===== src/rtl/aku_alu_pkg.sv =====
// Shared constants for the accumulator ALU: data width and opcode encodings.
package aku_alu_pkg;

    localparam int DATA_W = 8;
    localparam int OP_W   = 3;

    localparam logic [OP_W-1:0] OP_ADD = 3'd0;
    localparam logic [OP_W-1:0] OP_SUB = 3'd1;
    localparam logic [OP_W-1:0] OP_AND = 3'd2;
    localparam logic [OP_W-1:0] OP_OR  = 3'd3;
    localparam logic [OP_W-1:0] OP_XOR = 3'd4;
    localparam logic [OP_W-1:0] OP_NOT = 3'd5;
    localparam logic [OP_W-1:0] OP_LDB = 3'd6;
    localparam logic [OP_W-1:0] OP_SHL = 3'd7;

endpackage


===== src/rtl/aku.sv =====
// Accumulator register with write enable and asynchronous active-high clear.
module aku
    import aku_alu_pkg::*;
(
    input  logic              clk,
    input  logic              rst,
    input  logic              ce,
    input  logic [DATA_W-1:0] data_in,
    output logic [DATA_W-1:0] data_out
);

    always_ff @(posedge clk or posedge rst) begin
        if (rst)
            data_out <= '0;
        else if (ce)
            data_out <= data_in;
    end

endmodule


===== src/rtl/alu.sv =====
// Combinational 8-bit ALU; the A operand is the accumulator, cy carries
// the carry/borrow of arithmetic ops or the bit shifted out by SHL.
module alu
    import aku_alu_pkg::*;
(
    input  logic [DATA_W-1:0] a,
    input  logic [DATA_W-1:0] b,
    input  logic [OP_W-1:0]   op,
    output logic [DATA_W-1:0] out,
    output logic              cy
);

    logic [DATA_W:0] sum9;

    always_comb begin
        sum9 = '0;
        out  = '0;
        cy   = 1'b0;
        case (op)
            OP_ADD: begin
                sum9 = {1'b0, a} + {1'b0, b};
                out  = sum9[DATA_W-1:0];
                cy   = sum9[DATA_W];
            end
            // The 9-bit difference wraps, so bit 8 is set exactly when a < b.
            OP_SUB: begin
                sum9 = {1'b0, a} - {1'b0, b};
                out  = sum9[DATA_W-1:0];
                cy   = sum9[DATA_W];
            end
            OP_AND: out = a & b;
            OP_OR:  out = a | b;
            OP_XOR: out = a ^ b;
            OP_NOT: out = ~a;
            OP_LDB: out = b;
            OP_SHL: begin
                out = {a[DATA_W-2:0], 1'b0};
                cy  = a[DATA_W-1];
            end
            default: begin
                out = '0;
                cy  = 1'b0;
            end
        endcase
    end

endmodule


===== src/rtl/aku_alu.sv =====
// Execution datapath: accumulator register wrapped around a combinational ALU,
// with the accumulator output fed back as the ALU A operand.
module aku_alu
    import aku_alu_pkg::*;
(
    input  logic              clk,
    input  logic              rst,
    input  logic              ce,
    input  logic [OP_W-1:0]   op,
    input  logic [DATA_W-1:0] b,
    output logic [DATA_W-1:0] result,
    output logic              cy
);

    logic [DATA_W-1:0] alu_out;

    alu u_alu (
        .a   (result),
        .b   (b),
        .op  (op),
        .out (alu_out),
        .cy  (cy)
    );

    aku u_aku (
        .clk      (clk),
        .rst      (rst),
        .ce       (ce),
        .data_in  (alu_out),
        .data_out (result)
    );

endmodule


===== config.mk =====
export PLATFORM = sky130hd
export DESIGN_NAME = aku_alu
export DESIGN_NICKNAME = d
export VERILOG_FILES = /design/src/rtl/aku_alu_pkg.sv /design/src/rtl/aku.sv /design/src/rtl/alu.sv /design/src/rtl/aku_alu.sv
export SDC_FILE = /design/constraint.sdc
export NUM_CORES = 1
export LEC_CHECK = 0
export CAP_MARGIN = 20
export CORE_ASPECT_RATIO = 1.5
export CORE_MARGIN = 2
export CORE_UTILIZATION = 55
export DETAILED_ROUTE_END_ITERATION = 10
export PLACE_DENSITY = 0.92
export SYNTH_ARGS = -nofsm -noshare
export SYNTH_HDL_FRONTEND = slang
export SYNTH_SLANG_ARGS = --single-unit

===== constraint.sdc =====
create_clock -name clk -period 3.5 [get_ports clk]
set_input_delay 0.875 -clock clk [delete_from_list [all_inputs] [get_ports clk]]
set_output_delay 0.875 -clock clk [all_outputs]
set_load 0.02 [all_outputs]

# Yosys cells after proc, flatten, opt, wreduce, memory -nomap -nowiden
# Index checks and enable logic that the tools add are counted.
[word_totals]
ff_bits = 8
output_inout_bits = 9
input_bits = 14
wordCells = 17
[classes]
n_eq_ne = 7
n_addsub = 2
n_bitwise = 4
mux = 2
n_reduce_logical = 1
[op_table]
columns = ["cell", "n"]
rows = [
  ["one-hot mux 8 bit (8 select lines)", 1],
  ["equality test 3 bit, second input constant", 4],
  ["adder 8 x 8 -> 9 bit", 1],
  ["subtractor 8 x 8 -> 9 bit", 1],
  ["AND 8 bit", 1],
  ["inverter 8 bit", 1],
  ["bitwise OR 8 bit", 1],
  ["bitwise XOR 8 bit", 1],
  ["equality test 3 x 2 -> 1 bit, second input constant", 2],
  ["equality test 3 x 1 -> 1 bit, second input constant", 1],
  ["zero test 3 bit", 1],
  ["one-hot mux 1 bit (3 select lines)", 1],
]

# Depth between registers and ports, before layout
# Gate-level depths: netlist of run 1.
[depth]
word_depth = 2
depth_mapped = 9
depth_no_buf = 9

# Modules after synthesis
# A second synthesis of run 1 with hierarchy kept.
[hier_totals]
hier_cells = 218
hier_area_um2 = 1726.7
[by_module_without_submodules]
columns = ["mod", "cells_per_inst", "n_inst", "seq_area_each_um2", "area_per_inst_um2"]
rows = [
  ["alu", 200, 1, 0.0, 1391.3],
  ["aku", 18, 1, 200.2, 335.3],
]

# Least setup slack after synthesis of run 1
# No wires, ideal clock.
[synth_timing]
path_type = "input to output"
start = "input b[0]"
end = "output cy"
stages = 9
t_arrival_ns = 2.369
slack_ns = 0.256
path_buffers = 0
required_time_ns = 2.625
cell_sequence = "ha_1 -> inv_1 -> fa_1 -> nand2b_1 -> a21oi_1 -> o21a_1 -> o21ai_0 -> a21oi_1 -> o21bai_1"
[synth_via]
elab_chain_len = 2
elab_cells_between_ends = 3
cone_classes = "2 x add/sub; 1 x mux"
[synth_lines]
columns = ["item", "line", "rtl"]
rows = [
  ["from (decl)", "aku_alu.sv:10", "input logic [DATA_W-1:0] b,"],
  ["subtractor 8 x 8 -> 9 bit or adder 8 x 8 -> 9 bit (tied branches)", "alu.sv:27, alu.sv:21", ""],
  ["one-hot mux 1 bit (3 select lines) *", "alu.sv:19", "case (op)"],
  ["to (decl)", "aku_alu.sv:12", "output logic cy"],
]
# Every way passes the cells marked *; elsewhere a longest branch is shown, timed or not.

# Worst setup path after layout of run 1
# Ends and elaborated chain as after synthesis.

==> metrics.md, run 1 <==
| Metric | Value |
|---|---|
| Outcome | `complete, but fails checks` |
| Failing checks | `setup timing` |
| Clock latency on the worst-skew pair | `0.23 ns` |
| Crit-path cells | `buf_4, buf_6, ha_4, fa_2, nor2_4, o21ai_2, a21oi_2, o21bai_1, a31oi_1, o21bai_1, buf_4` |
| GRT Total Usage | `0.4723` |
| Cells after DPL | `320` |
| Hold depth | `2` |
| Initial antenna violation count | `0` |
| Drc violations | `0` |
| WHS | `0.6542 ns` |
| Initial Utilization | `0.5667` |
| Max rail drop VDD | `0.4467 mV` |
| Pleak | `1.157 nW` |
| # diodes | `0` |
| Hold Crit Endpoint | `u_aku.data_out[1]$_DFFE_PP0P_` |
| Footprint of the multi-input gates | `0.001403 sq mm` |
| Fillers | `143` |
| Largest net degree at the start of global routing | `22` |
| Total CTS buffers | `3` |
| Via Count | `2315` |
| Slew headroom | `0.5803` |
| Final nets | `347` |
| Crit-path leading delay family | `compound AO/OA/AOI/OAI gates` |
| DIE AREA | `0.003398 sq mm` |
| Fin crit period | `3.505 ns` |
| Crit-path max FO | `3` |
| Slew @ Worst Pin | `0.6276 ns` |
| Setup Skew | `0.003178 ns` |
| Net count after synthesis | `267` |
| Fin worst setup slack | `-0.005361 ns` |
| Total Wirelength | `7551 microns` |
| Sink Count | `8` |
| Row count | `24` |
| I/O Pins | `23` |
| Slowest cell on crit path | `fa_2` |
| Max frequency | `285.3 MHz` |
| Die Y | `70.40 microns` |
| Setup violators final | `1` |
| Vias in the first global route | `2295` |
| DR iter-0 viols | `259` |
| CTS tree | `yes` |
| HPWL Detailed | `3992 microns` |
| Top Registers | `u_aku.data_out: 8 flops` |
| Total grt overflow | `0` |
| CP Capture Type | `output port` |
| Max FFs per register | `8` |
| Fin crit share | `1.002` |
| Min-delay src | `u_aku.data_out[1]$_DFFE_PP0P_` |
| Layout cells sized above 1 | `0.3355` |
| Die X | `48.27 microns` |
| Core area | `0.002853 sq mm` |
| CTS root buf | `clkbuf_8` |
| Cell area after synthesis | `0.001617 sq mm` |
| Pre-antenna DRT Iters | `6` |
| Worst min path class | `register to register` |
| CP arrival | `2.63 ns` |
| Clock Pin Slew Worst Setup and Hold Paths | `0.04 ns` |
| CTS H-tree depth | `1` |
| CTS Buffer Depth | `2` |
| Post-Synthesis Cells | `226` |
| Mean routed wirelength per cell | `22.01 microns` |
| Remaining antenna violation count | `0` |
| Synth-to-layout area growth | `53.72%` |
| Unique cell type count in the Yosys netlist | `43` |
| FFs w/ async S/R, synth | `1.000` |
| Crit path buf inv count | `3` |
| Layout Cells excl Fill | `343` |
| R2R Setup Slk | `0.42 ns` |
| Reg2reg start | `u_aku.data_out[0]$_DFFE_PP0P_` |
| Flops & latches, synth | `8` |
| EDFF count, synth | `0` |
| Port buffer count | `22` |
| # Max-Cap Violations | `0` |
| YS warnings | `0` |
| Pwr dens | `420.3 mW/mm^2` |
| Worst path required time | `2.62 ns` |
| Worst R2R End | `u_aku.data_out[6]$_DFFE_PP0P_` |
| Setup crit start kind | `input pin` |
| R2R cell count | `18` |
| Seq/Total Area, Yosys | `0.1238` |
| Via-to-Cell Ratio | `6.749` |
| Synth Flop Type | `dfrtp_1` |
| Final hold vios | `0` |
| Max-slew violation count | `0` |
| Critical path type | `input pin to output port` |
| Largest Register | `u_aku.data_out` |
| Crit-path max cell delay | `0.38 ns` |
| First-pass GRT wire length | `11450 microns` |
| Reg area | `200.2 sq um` |
| Synthesized area per cell | `7.153 sq um` |
| Final Wtd Congestion | `0.9582` |
-- synth_stat cells (2+ instances only) --
cell type   n  area, sq um
dfrtp_1     8        200.2
a31oi_1     7        43.79
nor2b_1     5        31.28
clkbuf_1    4        15.01
nor2_1     22        82.58
nor3_1      5        25.02
a22oi_1     2        15.01
o21ai_0    22        110.1
o22ai_1     4        25.02
fa_1        2        40.04
nand2b_1    5        31.28
a221oi_1    3        26.28
mux2_2      4        45.04
xor2_1      2        17.52
xnor2_1     4        35.03
ha_1       25        312.8
nand2_1    22        82.58
buf_2       7        35.03
a21oi_1    16        80.08
o221ai_1    2        17.52
a211oi_1    6        45.04
o21bai_1    5        37.54
inv_1      23        86.33
o31ai_1     2        15.01
-- cells by family (layout without fill, tap and decap cells) --
group | after synthesis | count (layout) | synth area share
multiplexers | 5 | 5 | 0.04179
buffers and inverters | 36 | 114 | 0.09132
adder cells (fa/ha/maj) | 27 | 27 | 0.2183
AO/OA/AOI/OAI | 79 | 79 | 0.3104
flip-flops | 8 | 8 | 0.1238
AND/OR/NAND/NOR | 65 | 65 | 0.1819
XOR/XNOR | 6 | 6 | 0.03251
-- layout by cell type, fill, tap and decap left out, drive strengths merged, types with 2 or more instances in the layout --
cell           synthesis  final
nor2                  22     22
xnor2                  4      4
o221ai                 2      2
o22ai                  4      4
ha                    25     25
nand2                 22     22
o21ai                 22     22
a22oi                  2      2
a21oi                 16     16
clkdlybuf4s50          0     16
a221oi                 3      3
nand2b                 5      5
o21bai                 5      5
nor2b                  5      5
clkbuf                 4      4
mux2                   4      4
o31ai                  2      2
a31oi                  7      7
fa                     2      2
dfrtp                  8      8
inv                   24     24
a211oi                 6      6
dlygate4sd2            0      2
xor2                   2      2
nor3                   6      6
buf                    8     67
-- metal layers --
metal | part of all wire | GRT usage
met2 | 0.49 | 0.7471
met4 | 0.081 | 0.2553
met5 | 0 | 0
met1 | 0.33 | 0.5072
met3 | 0.098 | 0.1783
-- worst max path at each step --
stage | startpoint | endpoint | slack, ns | cells after the start
CTS | b[0] | cy | 0.01 | 11
finish | b[0] | cy | -0.005 | 11
detailed placement | b[0] | cy | -0.82 | 11
floorplan | b[0] | cy | 0.26 | 9
global placement | b[0] | cy | -0.81 | 11
global route | b[3] | u_aku.data_out[6]$_DFFE_PP0P_ | -0.06 | 19
-- stage by stage --
| step | utilization | setup WS, ns | TNS (ns) | cell area (sq um) | total power [mW] |
|---|---|---|---|---|---|
| after global routing | 0.8711 | -0.05721 | -0.1011 | 2485 | 1.090 |
| after CTS | 0.8465 | 0.01426 | 0 | 2415 | 0.9156 |
| after floorplan | - | 0.2565 | 0 | 1617 | 0.4693 |
| after global placement | 0.7592 | -0.8134 | -0.8134 | 2166 | 0.6858 |
| final | 0.8711 | -0.005361 | -0.005361 | 2485 | 1.044 |
| after detailed placement | 0.7592 | -0.8197 | -0.8197 | 2166 | 0.7016 |
-- area by class of cell --
class | count | area share
tap | 39 | 0.01964
sequential | 8 | 0.08056
inverter | 24 | 0.03625
clock buffer | 3 | 0.01662
multi-input combinational | 182 | 0.5645
timing repair buffer | 87 | 0.2825
-- power by group --
part / internal, mW / switching [mW]
registers: 0.111 / 0.0280
clock network: 0.0749 / 0.0410
logic: 0.380 / 0.410
total: 0.566 / 0.479
-- tightest hold or removal path: stages (launching register included) --
cell	delay (ns)
dfrtp_1	0.34
buf_4	0.14
mux2_2	0.14
-- timing repair --
action | in CTS | in global routing
setup endpoints to repair | 1 | 2
gates resized for setup | 36 | 14
pin swaps | 7 | 12
setup buffers | 16 | 4
hold buffers | 0 | 0
Power figures use the tool's default switching activity.
==> run 2, diff against run 1 <==
PLACE_DENSITY = 0.88   (was 0.92)
==> metrics.md, run 2 (synthesis gave the netlist of run 1 again) <==
| Metric | Value |
|---|---|
| I/O Pins | `23 (unchanged)` |
| Setup violators final | `0 (-1)` |
| Max frequency | `288.9 MHz (+1.3%)` |
| Max FFs per register | `8 (unchanged)` |
| Port buffer count | `22 (unchanged)` |
| # Max-Cap Violations | `0 (unchanged)` |
| Setup Skew | `0.004308 ns (+0.001130 ns)` |
| Slew headroom | `0.5172 (-0.06310)` |
| Crit-path max cell delay | `0.42 ns (+0.04 ns)` |
| Remaining antenna violation count | `0 (unchanged)` |
| Crit path buf inv count | `3 (unchanged)` |
| CP Capture Type | `output port` |
| Cell area after layout | `0.002411 sq mm (-3.0%)` |
| Levels on crit path | `10 (-1)` |
| Fin crit share | `0.9890 (-0.01257)` |
| Via Count | `2211 (-4.5%)` |
| Logic pwr share | `0.722 (-0.033)` |
| Reg2reg start | `u_aku.data_out[1]$_DFFE_PP0P_` |
| CP Launch Point | `b[1]` |
| Pwr dens | `414.1 mW/mm^2 (-1.5%)` |
| Worst R2R End | `u_aku.data_out[7]$_DFFE_PP0P_` |
| DR iter-0 viols | `219 (-15%)` |
| WL met1 | `2340 microns (-4.9%)` |
| Core area | `0.002853 sq mm (unchanged)` |
| Final Wtd Congestion | `0.9734 (+1.6%)` |
| Layout Cells excl Fill | `334 (-2.6%)` |
| Layout cells sized above 1 | `0.3119 (-0.02366)` |
| GRT Total Usage | `0.4216 (-0.05071)` |
| Critical path type | `input pin to output port` |
| # diodes | `0 (unchanged)` |
| Drc violations | `0 (unchanged)` |
| DP Worst Slack | `-0.8174 ns (+0.002331 ns)` |
| Fillers | `168 (+17%)` |
| Total CTS buffers | `3 (unchanged)` |
| Detail Route met2 WL | `3517 microns (-5.9%)` |
| CTS tree | `yes` |
| Initial antenna violation count | `0 (unchanged)` |
| Placed cell area | `0.002151 sq mm (-0.69%)` |
| Max-slew violation count | `0 (unchanged)` |
| Fin worst setup slack | `0.03863 ns (+0.04399 ns)` |
| CTS H-tree depth | `1 (unchanged)` |
| Largest net degree at the start of global routing | `22 (unchanged)` |
| Crit-path cells | `dlygate4sd2_1, buf_6, fa_2, nor2_4, o21ai_2, a21oi_2, o21bai_1, a31oi_1, o21bai_1, buf_4` |
| Clock latency on the worst-skew pair | `0.26 ns (+0.03 ns)` |
| Sequential Power Share | `0.145 (+0.011)` |
| CP arrival | `2.59 ns (-0.04 ns)` |
| Crit-path max FO | `3 (unchanged)` |
| R2R Setup Slk | `1.11 ns (+0.69 ns)` |
| Tot Pwr | `0.9984 mW (-4.4%)` |
| Hold depth | `1 (-1)` |
| CTS Buffer Depth | `2 (unchanged)` |
| Total grt overflow | `0 (unchanged)` |
| Metal3 WL | `688 microns (-7.4%)` |
| Sink Count | `8 (unchanged)` |
| Final nets | `338 (-2.6%)` |
| Worst path required time | `2.62 ns (about the same)` |
| Most common cell on crit path | `o21bai_1` |
| Largest Register | `u_aku.data_out` |
| R2R cell count | `8 (-10)` |
| Top Registers | `u_aku.data_out: 8 flops` |
| Min-delay src | `u_aku.data_out[1]$_DFFE_PP0P_` |
| Slew @ Worst Pin | `0.7219 ns (+0.09436 ns)` |
| Slowest cell on crit path | `fa_2` |
| Clock Pin Slew Worst Setup and Hold Paths | `0.05 ns (about the same)` |
| Via-to-Cell Ratio | `6.620 (-1.9%)` |
| Die Y | `70.40 microns (unchanged)` |
| Setup crit start kind | `input pin` |
| Core Util, Final | `0.8452 (-0.02588)` |
| Cells after DPL | `318 (-0.63%)` |
| Die X | `48.27 microns (unchanged)` |
| Initial Utilization | `0.5667 (unchanged)` |
| Final setup TNS | `0 ns (+0.005361 ns)` |
| Synth-to-layout area growth | `49.15%` |
| Row count | `24 (unchanged)` |
| Pre-antenna DRT Iters | `8 (+2)` |
| Commonest non-fill, non-tap cells in the layout | `buf_4 (55), nand2_1 (22), inv_1 (19), o21ai_0 (19)` |
| Outcome | `complete, no violations` |
| CTS root buf | `clkbuf_8` |
| Pleak | `1.120 nW (-3.2%)` |
| HPWL Detailed | `4133 microns (+3.5%)` |
| Crit-path leading delay family | `compound AO/OA/AOI/OAI gates` |
| Mean routed wirelength per cell | `21.41 microns (-2.8%)` |
| DIE AREA | `0.003398 sq mm (unchanged)` |
| Clock power frac | `0.133 (+0.022)` |
| Internal | `0.5245 mW (-7.3%)` |
| Total Wirelength | `7150 microns (-5.3%)` |
| WHS | `0.6464 ns (-0.007752 ns)` |
| Most common cell after layout, fill and taps aside | `buf_4` |
| Top routing layer in use | `met4` |
| Worst min path class | `register to register` |
| Fin crit period | `3.461 ns (-0.04399 ns)` |
| Hold buffers post-CTS | `0 (unchanged)` |
| Final hold vios | `0 (unchanged)` |
| Sw frac | `0.4746 (+0.01644)` |
| Hold Crit Endpoint | `u_aku.data_out[1]$_DFFE_PP0P_` |
| Max rail drop VDD | `0.3231 mV (-28%)` |
| First-pass GRT wire length | `10060 microns (-12%)` |
| Vias in the first global route | `2137 (-6.9%)` |
| Psw | `0.4739 mW (-0.98%)` |
## run 2: cell types whose count changed in the layout (fill, tap and decap cells not counted), sizes merged
cell,delta
buf,-9
clkbuf,-1
dlymetal6s2s,+1
## run 2: timing repair
item	in CTS	in global routing
endpoints found under the setup margin	1	1
setup buffers	7	6
pin swaps	11	13
gates resized for setup	35	13
## run 2: power groups by stage
stage | clock (mW) | combinational (mW) | sequential [mW]
after CTS | 0.119 | 0.622 | 0.143
after detailed placement | 0 | 0.550 | 0.144
after global routing | 0.136 | 0.764 | 0.147
after global placement | 0 | 0.533 | 0.144
final | 0.132 | 0.721 | 0.145
after floorplan | 0 | 0.308 | 0.161
## run 2: how the worst max path moves through the flow
stage          endpoint  slack (ns)
2_1_floorplan        cy        0.26
3_3_place_gp         cy       -0.79
3_5_place_dp         cy       -0.82
4_1_cts              cy       0.002
5_1_grt              cy       -0.04
6_report             cy        0.04
## run 2: layout make-up
type,instances,area [sq um],area share
inverters,24,90.09,0.03736
flip-flops and latches,8,200.2,0.08303
multi-input cells,182,1388,0.5755
repair buffers,78,643.1,0.2667
well taps,39,48.80,0.02024
clock buffers,3,41.29,0.01713
## run 2: per-layer routing
layer | track usage | vias to the layer above
met5 | 0 | -
met4 | 0.3303 | 0
met3 | 0.1835 | 70
met2 | 0.6316 | 192
met1 | 0.4217 | 1005
li1 | - | 944
## run 2: worst reg2reg max path, delay by kind of cell, from the launching register on
| family | cells | cell delay, ns |
|---|---|---|
| AOI/OAI and AO/OA | 4 | 1.08 |
| xor gates and xnor gates | 1 | 0.16 |
| adders and majority gates | 1 | 0.40 |
| buffers and inverters | 1 | 0.17 |
| DFF | 1 | 0.43 |
| and+or+nand+nor | 1 | 0.08 |
==> run 3, diff against run 2 <==
SKIP_CTS_REPAIR_TIMING = 1   (was unset)
==> metrics.md, run 3 (synthesis gave the netlist of run 1 again) <==
| Metric | Value |
|---|---|
| Outcome | `complete, no violations` |
| Hold depth | `1 (unchanged)` |
| RSZ-0062 raised after global routing | `false` |
| Top Registers | `u_aku.data_out: 8 flops` |
| Total grt overflow | `0 (unchanged)` |
| I/O Pins | `23 (unchanged)` |
| Initial antenna violation count | `0 (unchanged)` |
| Setup crit start kind | `input pin` |
| Crit-path max FO | `2 (-1)` |
| Largest net degree at the start of global routing | `22 (unchanged)` |
| Via Count | `2054 (-7.1%)` |
| Max-slew violation count | `0 (unchanged)` |
| Critical path type | `input pin to output port` |
| Final setup TNS | `0 ns (unchanged)` |
| CTS Buffer Depth | `2 (unchanged)` |
| Sw frac | `0.4620 (-0.01260)` |
| Synth-to-layout area growth | `44.66%` |
| Max rail drop VDD | `0.2467 mV (-24%)` |
| CTS root buf | `clkbuf_8` |
| Layout cells sized above 1 | `0.2797 (-0.03214)` |
| Slew headroom | `0.5310 (+0.01376)` |
| Sequential Power Share | `0.157 (+0.012)` |
| # Max-Cap Violations | `0 (unchanged)` |
| Most common cell after layout, fill and taps aside | `buf_4` |
| DR iter-0 viols | `143 (-35%)` |
| Die Y | `70.40 microns (unchanged)` |
| Core area | `0.002853 sq mm (unchanged)` |
| Total CTS buffers | `3 (unchanged)` |
| Row count | `24 (unchanged)` |
| Clock latency on the worst-skew pair | `0.24 ns (-0.02 ns)` |
| Commonest non-fill, non-tap cells in the layout | `buf_4 (47), nand2_1 (22), ha_1 (20), inv_1 (19), o21ai_0 (19)` |
| CP Capture Type | `output port` |
| Sink Count | `8 (unchanged)` |
| Mean routed wirelength per cell | `18.68 microns (-13%)` |
| Internal | `0.4950 mW (-5.6%)` |
| Cell area after layout | `0.002338 sq mm (-3.0%)` |
| DIE AREA | `0.003398 sq mm (unchanged)` |
| Clock power frac | `0.134 (about the same)` |
| CTS H-tree depth | `1 (unchanged)` |
| CTS tree | `yes` |
| Pleak | `1.092 nW (-2.5%)` |
| Logic pwr share | `0.709 (-0.013)` |
| Psw | `0.4251 mW (-10%)` |
| # diodes | `0 (unchanged)` |
| Fin crit share | `0.9931 (+0.004128)` |
| Fin worst setup slack | `0.02418 ns (-0.01445 ns)` |
| Largest Register | `u_aku.data_out` |
| GRT Total Usage | `0.3580 (-0.06363)` |
| Via-to-Cell Ratio | `6.320 (-4.5%)` |
| Slew @ Worst Pin | `0.7014 ns (-0.02058 ns)` |
| First-pass GRT wire length | `8769 microns (-13%)` |
| HPWL Detailed | `4133 microns (unchanged)` |
| Cells after DPL | `318 (unchanged)` |
| Worst min path class | `register to register` |
| Setup violators final | `0 (unchanged)` |
| Vias in the first global route | `1997 (-6.6%)` |
| Remaining antenna violation count | `0 (unchanged)` |
| Pwr dens | `393.5 mW/mm^2 (-5.0%)` |
| Initial Utilization | `0.5667 (unchanged)` |
| Placed cell area | `0.002151 sq mm (unchanged)` |
| R2R cell count | `8 (unchanged)` |
| Setup Skew | `0.003999 ns (-0.0003087 ns)` |
| Drc violations | `0 (unchanged)` |
| Pre-antenna DRT Iters | `5 (-3)` |
| DP Worst Slack | `-0.8174 ns (unchanged)` |
| Clock Pin Slew Worst Setup and Hold Paths | `0.05 ns (about the same)` |
| Final Wtd Congestion | `0.9734 (unchanged)` |
| Fin crit period | `3.476 ns (+0.01445 ns)` |
| Final nets | `329 (-2.7%)` |
| Max frequency | `287.7 MHz (-0.42%)` |
| Port buffer count | `22 (unchanged)` |
| Tot Pwr | `0.9201 mW (-7.8%)` |
| Max FFs per register | `8 (unchanged)` |
| Die X | `48.27 microns (unchanged)` |
| Layout Cells excl Fill | `325 (-2.7%)` |
| Total Wirelength | `6071 microns (-15%)` |
| CP arrival | `2.60 ns (about the same)` |
| Final hold vios | `0 (unchanged)` |
| Worst path required time | `2.62 ns (about the same)` |
[run 3: changes by cell type in the layout (fill, tap and decap cells not counted)]
cell / previous run / this run
buf_2: 1 / 0
dlygate4sd2_1: 2 / 0
ha_2: 3 / 1
dlymetal6s2s_1: 2 / 4
o21ai_2: 3 / 2
clkbuf_2: 0 / 1
o21ai_1: 0 / 1
buf_6: 2 / 1
buf_4: 55 / 47
ha_1: 18 / 20
[run 3: power groups by stage]
stage | logic [mW] | registers, mW | clock network, mW
global placement | 0.533 | 0.144 | 0
finish | 0.653 | 0.144 | 0.123
detailed placement | 0.550 | 0.144 | 0
global route | 0.704 | 0.147 | 0.124
CTS | 0.562 | 0.143 | 0.119
floorplan | 0.308 | 0.161 | 0
[run 3: layout make-up]
cell class,count,area (sq um)
multi-input cells,182,1379
repair buffers,69,579.3
fillers,175,514.2
flip-flops and latches,8,200.2
inverters,24,90.09
well taps,39,48.80
clock buffers,3,41.29
[run 3: through the flow]
| step | util | hold WS [ns] |
|---|---|---|
| 4_1_cts | 0.7684 | 0.6312 |
| 5_1_grt | 0.8197 | 0.6526 |
| 2_1_floorplan | - | 0.6747 |
| 3_5_place_dp | 0.7539 | 0.6163 |
| 6_report | 0.8197 | 0.6351 |
| 3_3_place_gp | 0.7539 | 0.6167 |
[run 3: worst max-delay path, cell delays in order]
cell and delay [ns]:
clkbuf_2 0.10, ha_2 0.18, inv_1 0.06, fa_2 0.41
nand2b_4 0.17, a21oi_4 0.12, o21a_1 0.16, o21ai_1 0.09
a21oi_1 0.13, o21bai_1 0.13, buf_4 0.16
[run 3: worst paths after layout]
path	end	from	slack, ns
min	u_aku.data_out[1]$_DFFE_PP0P_	u_aku.data_out[1]$_DFFE_PP0P_	0.64
max reg2reg	u_aku.data_out[7]$_DFFE_PP0P_	u_aku.data_out[1]$_DFFE_PP0P_	1.21
max	cy	b[0]	0.02
min reg2reg	u_aku.data_out[1]$_DFFE_PP0P_	u_aku.data_out[1]$_DFFE_PP0P_	0.64
min in group asynchronous	u_aku.data_out[3]$_DFFE_PP0P_	rst	0.94
max in group asynchronous	u_aku.data_out[1]$_DFFE_PP0P_	rst	2.27
[run 3: layer usage]
layer | GRT usage | share of wire | vias up
li1 | - | - | 918
met1 | 0.3620 | 0.35 | 932
met2 | 0.5614 | 0.51 | 151
met3 | 0.1111 | 0.073 | 53
met4 | 0.2733 | 0.072 | 0
met5 | 0 | 0 | -
